===== src/rtl/cc_arbiter.sv =====
// Two-source AXI-Stream completer-completion arbiter. Packets are granted atomically with
// round-robin tie-break, and merged through one output register stage.
`timescale 1ns/1ps
module cc_arbiter #(
  parameter int unsigned C_DATA_WIDTH = 64,
  parameter int unsigned KEEP_WIDTH   = C_DATA_WIDTH / 32
) (
  input  logic                    user_clk,
  input  logic                    sys_rst_n,

  input  logic [C_DATA_WIDTH-1:0] s0_axis_cc_tdata,
  input  logic [32:0]             s0_axis_cc_tuser,
  input  logic                    s0_axis_cc_tlast,
  input  logic [KEEP_WIDTH-1:0]   s0_axis_cc_tkeep,
  input  logic                    s0_axis_cc_tvalid,
  output logic                    s0_axis_cc_tready,

  input  logic [C_DATA_WIDTH-1:0] s1_axis_cc_tdata,
  input  logic [32:0]             s1_axis_cc_tuser,
  input  logic                    s1_axis_cc_tlast,
  input  logic [KEEP_WIDTH-1:0]   s1_axis_cc_tkeep,
  input  logic                    s1_axis_cc_tvalid,
  output logic                    s1_axis_cc_tready,

  output logic [C_DATA_WIDTH-1:0] m_axis_cc_tdata,
  output logic [32:0]             m_axis_cc_tuser,
  output logic                    m_axis_cc_tlast,
  output logic [KEEP_WIDTH-1:0]   m_axis_cc_tkeep,
  output logic                    m_axis_cc_tvalid,
  input  logic [3:0]              m_axis_cc_tready,

  output logic [15:0]             pkt_cnt0,
  output logic [15:0]             pkt_cnt1
);

  typedef enum logic [1:0] {StIdle, StGrant0, StGrant1} state_e;

  state_e                  state_q, state_d;
  logic                    last_grant_q, last_grant_d;
  logic                    tvalid_q, tvalid_d;
  logic [C_DATA_WIDTH-1:0] tdata_q, tdata_d;
  logic [32:0]             tuser_q, tuser_d;
  logic                    tlast_q, tlast_d;
  logic [KEEP_WIDTH-1:0]   tkeep_q, tkeep_d;
  logic [15:0]             pkt_cnt0_q, pkt_cnt0_d;
  logic [15:0]             pkt_cnt1_q, pkt_cnt1_d;

  logic out_free;
  logic s0_accept;
  logic s1_accept;

  // Only bit 0 of the core's ready vector carries meaning.
  logic unused_tready;
  assign unused_tready = ^m_axis_cc_tready[3:1];

  // Output register can take a beat when empty or when its current beat leaves this cycle.
  assign out_free          = !tvalid_q || m_axis_cc_tready[0];
  assign s0_axis_cc_tready = (state_q == StGrant0) && out_free;
  assign s1_axis_cc_tready = (state_q == StGrant1) && out_free;
  assign s0_accept         = s0_axis_cc_tvalid && s0_axis_cc_tready;
  assign s1_accept         = s1_axis_cc_tvalid && s1_axis_cc_tready;

  always_comb begin
    state_d      = state_q;
    last_grant_d = last_grant_q;
    unique case (state_q)
      StIdle: begin
        // On a tie the source that did not win last time gets the grant.
        if (s0_axis_cc_tvalid && (!s1_axis_cc_tvalid || last_grant_q)) begin
          state_d      = StGrant0;
          last_grant_d = 1'b0;
        end else if (s1_axis_cc_tvalid) begin
          state_d      = StGrant1;
          last_grant_d = 1'b1;
        end
      end
      StGrant0: begin
        if (s0_accept && s0_axis_cc_tlast) state_d = StIdle;
      end
      StGrant1: begin
        if (s1_accept && s1_axis_cc_tlast) state_d = StIdle;
      end
      default: state_d = StIdle;
    endcase
  end

  always_comb begin
    tvalid_d   = tvalid_q;
    tdata_d    = tdata_q;
    tuser_d    = tuser_q;
    tlast_d    = tlast_q;
    tkeep_d    = tkeep_q;
    pkt_cnt0_d = pkt_cnt0_q;
    pkt_cnt1_d = pkt_cnt1_q;
    if (s0_accept) begin
      tvalid_d = 1'b1;
      tdata_d  = s0_axis_cc_tdata;
      tuser_d  = s0_axis_cc_tuser;
      tlast_d  = s0_axis_cc_tlast;
      tkeep_d  = s0_axis_cc_tkeep;
      if (s0_axis_cc_tlast) pkt_cnt0_d = pkt_cnt0_q + 16'd1;
    end else if (s1_accept) begin
      tvalid_d = 1'b1;
      tdata_d  = s1_axis_cc_tdata;
      tuser_d  = s1_axis_cc_tuser;
      tlast_d  = s1_axis_cc_tlast;
      tkeep_d  = s1_axis_cc_tkeep;
      if (s1_axis_cc_tlast) pkt_cnt1_d = pkt_cnt1_q + 16'd1;
    end else if (m_axis_cc_tready[0]) begin
      tvalid_d = 1'b0;
    end
  end

  always_ff @(posedge user_clk or negedge sys_rst_n) begin
    if (!sys_rst_n) begin
      state_q      <= StIdle;
      last_grant_q <= 1'b1;
      tvalid_q     <= 1'b0;
      tdata_q      <= '0;
      tuser_q      <= '0;
      tlast_q      <= 1'b0;
      tkeep_q      <= '0;
      pkt_cnt0_q   <= '0;
      pkt_cnt1_q   <= '0;
    end else begin
      state_q      <= state_d;
      last_grant_q <= last_grant_d;
      tvalid_q     <= tvalid_d;
      tdata_q      <= tdata_d;
      tuser_q      <= tuser_d;
      tlast_q      <= tlast_d;
      tkeep_q      <= tkeep_d;
      pkt_cnt0_q   <= pkt_cnt0_d;
      pkt_cnt1_q   <= pkt_cnt1_d;
    end
  end

  assign m_axis_cc_tvalid = tvalid_q;
  assign m_axis_cc_tdata  = tdata_q;
  assign m_axis_cc_tuser  = tuser_q;
  assign m_axis_cc_tlast  = tlast_q;
  assign m_axis_cc_tkeep  = tkeep_q;
  assign pkt_cnt0         = pkt_cnt0_q;
  assign pkt_cnt1         = pkt_cnt1_q;

endmodule


===== config.mk =====
export PLATFORM = sky130hd
export DESIGN_NAME = cc_arbiter
export DESIGN_NICKNAME = d
export VERILOG_FILES = /design/src/rtl/cc_arbiter.sv
export SDC_FILE = /design/constraint.sdc
export NUM_CORES = 1
export LEC_CHECK = 0
export CAP_MARGIN = 20
export CORE_ASPECT_RATIO = 0.5
export CORE_MARGIN = 3
export CORE_UTILIZATION = 39
export DETAILED_ROUTE_END_ITERATION = 7
export PLACE_DENSITY_LB_ADDON = 0.3
export SYNTH_ARGS = -nofsm -noshare
export SYNTH_HDL_FRONTEND = slang
export SYNTH_SLANG_ARGS = --single-unit

===== constraint.sdc =====
create_clock -name user_clk -period 2.22 [get_ports user_clk]
set_input_delay 0.555 -clock user_clk [delete_from_list [all_inputs] [get_ports user_clk]]
set_output_delay 0.555 -clock user_clk [all_outputs]
set_load 0.03 [all_outputs]

==> results by group <==
Timing
  – Unrepaired setup endpoints after global routing: false
  – Slew headroom: 0.690
  – Setup ws final: 0.0376 ns
  – Fin Hold WS: just under 0.07 ns
  – Fmax: 458 MHz
  – Measured slew at the worst slew-check pin: roughly 0.46 ns
  – Setup Skew: 0.0118 ns
  – Final Cycle Share: 0.983
  – Min Tclk post-route: 2.18 ns
  – Final setup violation count: 0
  – Setup TNS: 0 ns
  – Max-slew violation count: 0
  – Endpoints failing hold: 0

Pwr
  – Leak: between 4 and 5 nW
  – PD cells: 1340 nW/um^2
  – Maximum vdd drop: 0.000680 V
  – Design Power: roughly 0.014 W

Critical path
  – Worst EP arrival: around 1.6 ns
  – Crit Path Category: in2out
  – Crit path from: m_axis_cc_tready[0]
  – Worst Setup End Kind: output port
  – CP startpoint kind: primary input
  – Reg2Reg Depth: 4
  – R2R Path Start: state_q[1]$_DFFE_PN0P_
  – Critical path fanouts, max: 8
  – Worst setup path endpoint: s1_axis_cc_tready
  – Worst reg2reg setup slack: 0.45 ns
  – FF-to-FF End: pkt_cnt0[3]$_DFFE_PN0P_
  – Req. time, crit path: 1.66 ns

Floorplan
  – Core Region: 15,000 um^2
  – Die height: 95.1 um
  – I/O pins: 343
  – Starting Density: 0.414
  – Die footprint: 17,500 um^2
  – # rows: 31
  – Chip Width: 184 um

Cells and area
  – Area delta synth->final: 71.4%
  – Most frequent cells in the layout: clkdlybuf4s50_1 (336), a21oi_1 (200), dfrtp_1 (135)
  – Antenna cells: 0
  – Share of layout cells above drive strength 1: 0.0758
  – Number of fill cells in the layout: 1,168
  – Post-layout net count: around 1.3k
  – Leading cell type in the layout, fill and taps excluded: clkdlybuf4s50_1

Drt
  – DRC errors left: 0
  – DR WL met3: 1210 um
  – Per-cell routed wire length: approximately 17 um
  – Detail Route met2 WL: 11,000 um
  – Routed WL: 21,500 um
  – Top routing layer in use: met4
  – Vias/cell: 5.10
  – Initial drt markers: 335
  – First-pass DRT Iterations: 5
  – Antenna viol nets, final: 0
  – M1 WL: 8390 um
  – Vias post-DR: 6,393

Place
  – DPL Wire Length: 16,100 um
  – Port Buffers: 339
  – GPL Wtd Cong: about 0.82
  – Pre-CTS WS: -0.0860 ns

Clocking
  – H-tree levels: 4
  – Clk buf depth: 2
  – Hold_buf cts: 0
  – Post-CTS Setup Inserts: 0
  – Gates resized, CTS repair: 0
  – Root Driver: clkbuf_16
  – Clk sinks: 136
  – Worst-path clk slew: 0.06 ns
  – CTS tree: built
  – Latest clock arrival within the worst-skew pair: 0.40 ns
  – Num CTS Buffers: 17

Run
  – Max cap viols: 0

GRT
  – Largest net degree at the start of global routing: 62
  – Number of global-route vias before repair: roughly 6.6k
  – Global-route wire length before repair: 33,600 um
  – Congestion Overflow GR: 0
  – Initial antenna violation count: 0
  – Total track usage: 0.242

Synthesis
  – Syn nets: 909
  – Avg Cell Area, Syn: 8.86 um^2
  – Yosys cell types: 35
  – Post-synth EDFFs: 0
  – Seq/Total Area, Yosys: 0.550
  – Synth area leader: dfrtp_1
  – Area share of the largest cell type after synthesis: 0.545
  – Synth Cell Area: 6190 um^2
  – Syn. warnings: 0
  – Mapped Cells: ~700
  – Register bit count reported by yosys: 136
  – Async S/R FF share, synth: 1.00
  – Synth area leaders: dfrtp_1 (55%), a21oi_1 (16%), nand2_1 (7.0%)
  – Primary FF master, synth: dfrtp_1

Min path
  – Min-delay worst type: in2async

Outcome
  – Status: finished, final reports clean
[worst max-delay path, cell delays in order]
cell and delay, ns:
clkdlybuf4s50_1 0.54, nor2b_4 0.07, buf_12 0.13, nor2_1 0.14, buf_4 0.19
[worst min-delay path by stage]
stage / startpoint / cells past startpoint / end
2_1_floorplan: sys_rst_n / 0 / m_axis_cc_tdata[0]$_DFFE_PN0P_
3_3_place_gp: pkt_cnt0[15]$_DFFE_PN0P_ / 1 / pkt_cnt0[15]$_DFFE_PN0P_
3_5_place_dp: pkt_cnt1[15]$_DFFE_PN0P_ / 1 / pkt_cnt1[15]$_DFFE_PN0P_
6_report: sys_rst_n / 1 / m_axis_cc_tdata[49]$_DFFE_PN0P_
4_1_cts: sys_rst_n / 1 / m_axis_cc_tdata[49]$_DFFE_PN0P_
5_1_grt: sys_rst_n / 1 / m_axis_cc_tdata[49]$_DFFE_PN0P_
[flip-flops by register name, summed over array words and instances (netlist names)]
| signal | flops |
|---|---|
| state_q | 2 |
| pkt_cnt0 | 16 |
| pkt_cnt1 | 16 |
| m_axis_cc_tlast | 1 |
| last_grant_q | 1 |
| m_axis_cc_tuser | 33 |
| m_axis_cc_tkeep | 2 |
| m_axis_cc_tdata | 64 |
| m_axis_cc_tvalid | 1 |
[cells in the mapped netlist (2+ instances only)]
cell type,number
a21oi_1,200
dfrtp_1,135
nand2_1,115
nor2_1,110
clkbuf_1,30
xnor2_1,18
nand3_1,13
xor2_1,12
buf_2,11
nand4_1,8
nor3_1,7
and3_1,4
and4_1,4
buf_6,3
mux2_2,3
nor4_1,3
buf_1,2
ha_1,2
nand2b_1,2
nor4_4,2
[metal layers]
metal	vias to the layer above	global-route usage
met2	221	0.424
met4	0	0.107
met1	3065	0.282
met3	56	0.0671
met5	-	0
li1	3051	-
[final cells by class]
| class | count | area, um^2 | area share |
|---|---|---|---|
| clock buffers | 20 | 457 | 0.0430 |
| clock inverters | 12 | 96.3 | 0.00907 |
| inverters | 1 | 3.75 | 0.000354 |
| multi-input cells | 516 | 2600 | 0.245 |
| flip-flops and latches | 136 | 3400 | 0.321 |
| well taps | 198 | 248 | 0.0233 |
| repair buffers | 371 | 3800 | 0.358 |
[kinds of logic (layout without fill, tap and decap cells)]
group                    after synthesis  after routing  share of synthesized area
multiplexers                           3              3                    0.00545
buffers and inverters                 47            404                     0.0343
XOR/XNOR                              30             30                     0.0424
AO/OA/AOI/OAI                        202            202                      0.164
adder cells (fa/ha/maj)                2              2                    0.00404
AND/OR/NAND/NOR                      279            279                      0.200
flip-flops                           136            136                      0.550
[per-stage QoR]
step           utilization  instance area, um^2  std cells
2_1_floorplan            -                 6190        699
3_3_place_gp         0.672                10100       1222
3_5_place_dp         0.672                10100       1222
4_1_cts              0.709                10600       1254
5_1_grt              0.709                10600       1254
6_report             0.709                10600       1254
[where the power goes]
part / internal [W] / total (W) / switching [W]
Combinational: 0.00317 / 0.00744 / 0.00427
Sequential: 0.00355 / 0.00420 / 0.000651
Clock: 0.00150 / 0.00262 / 0.00112
Note: power is estimated with default switching activity, not from simulation.
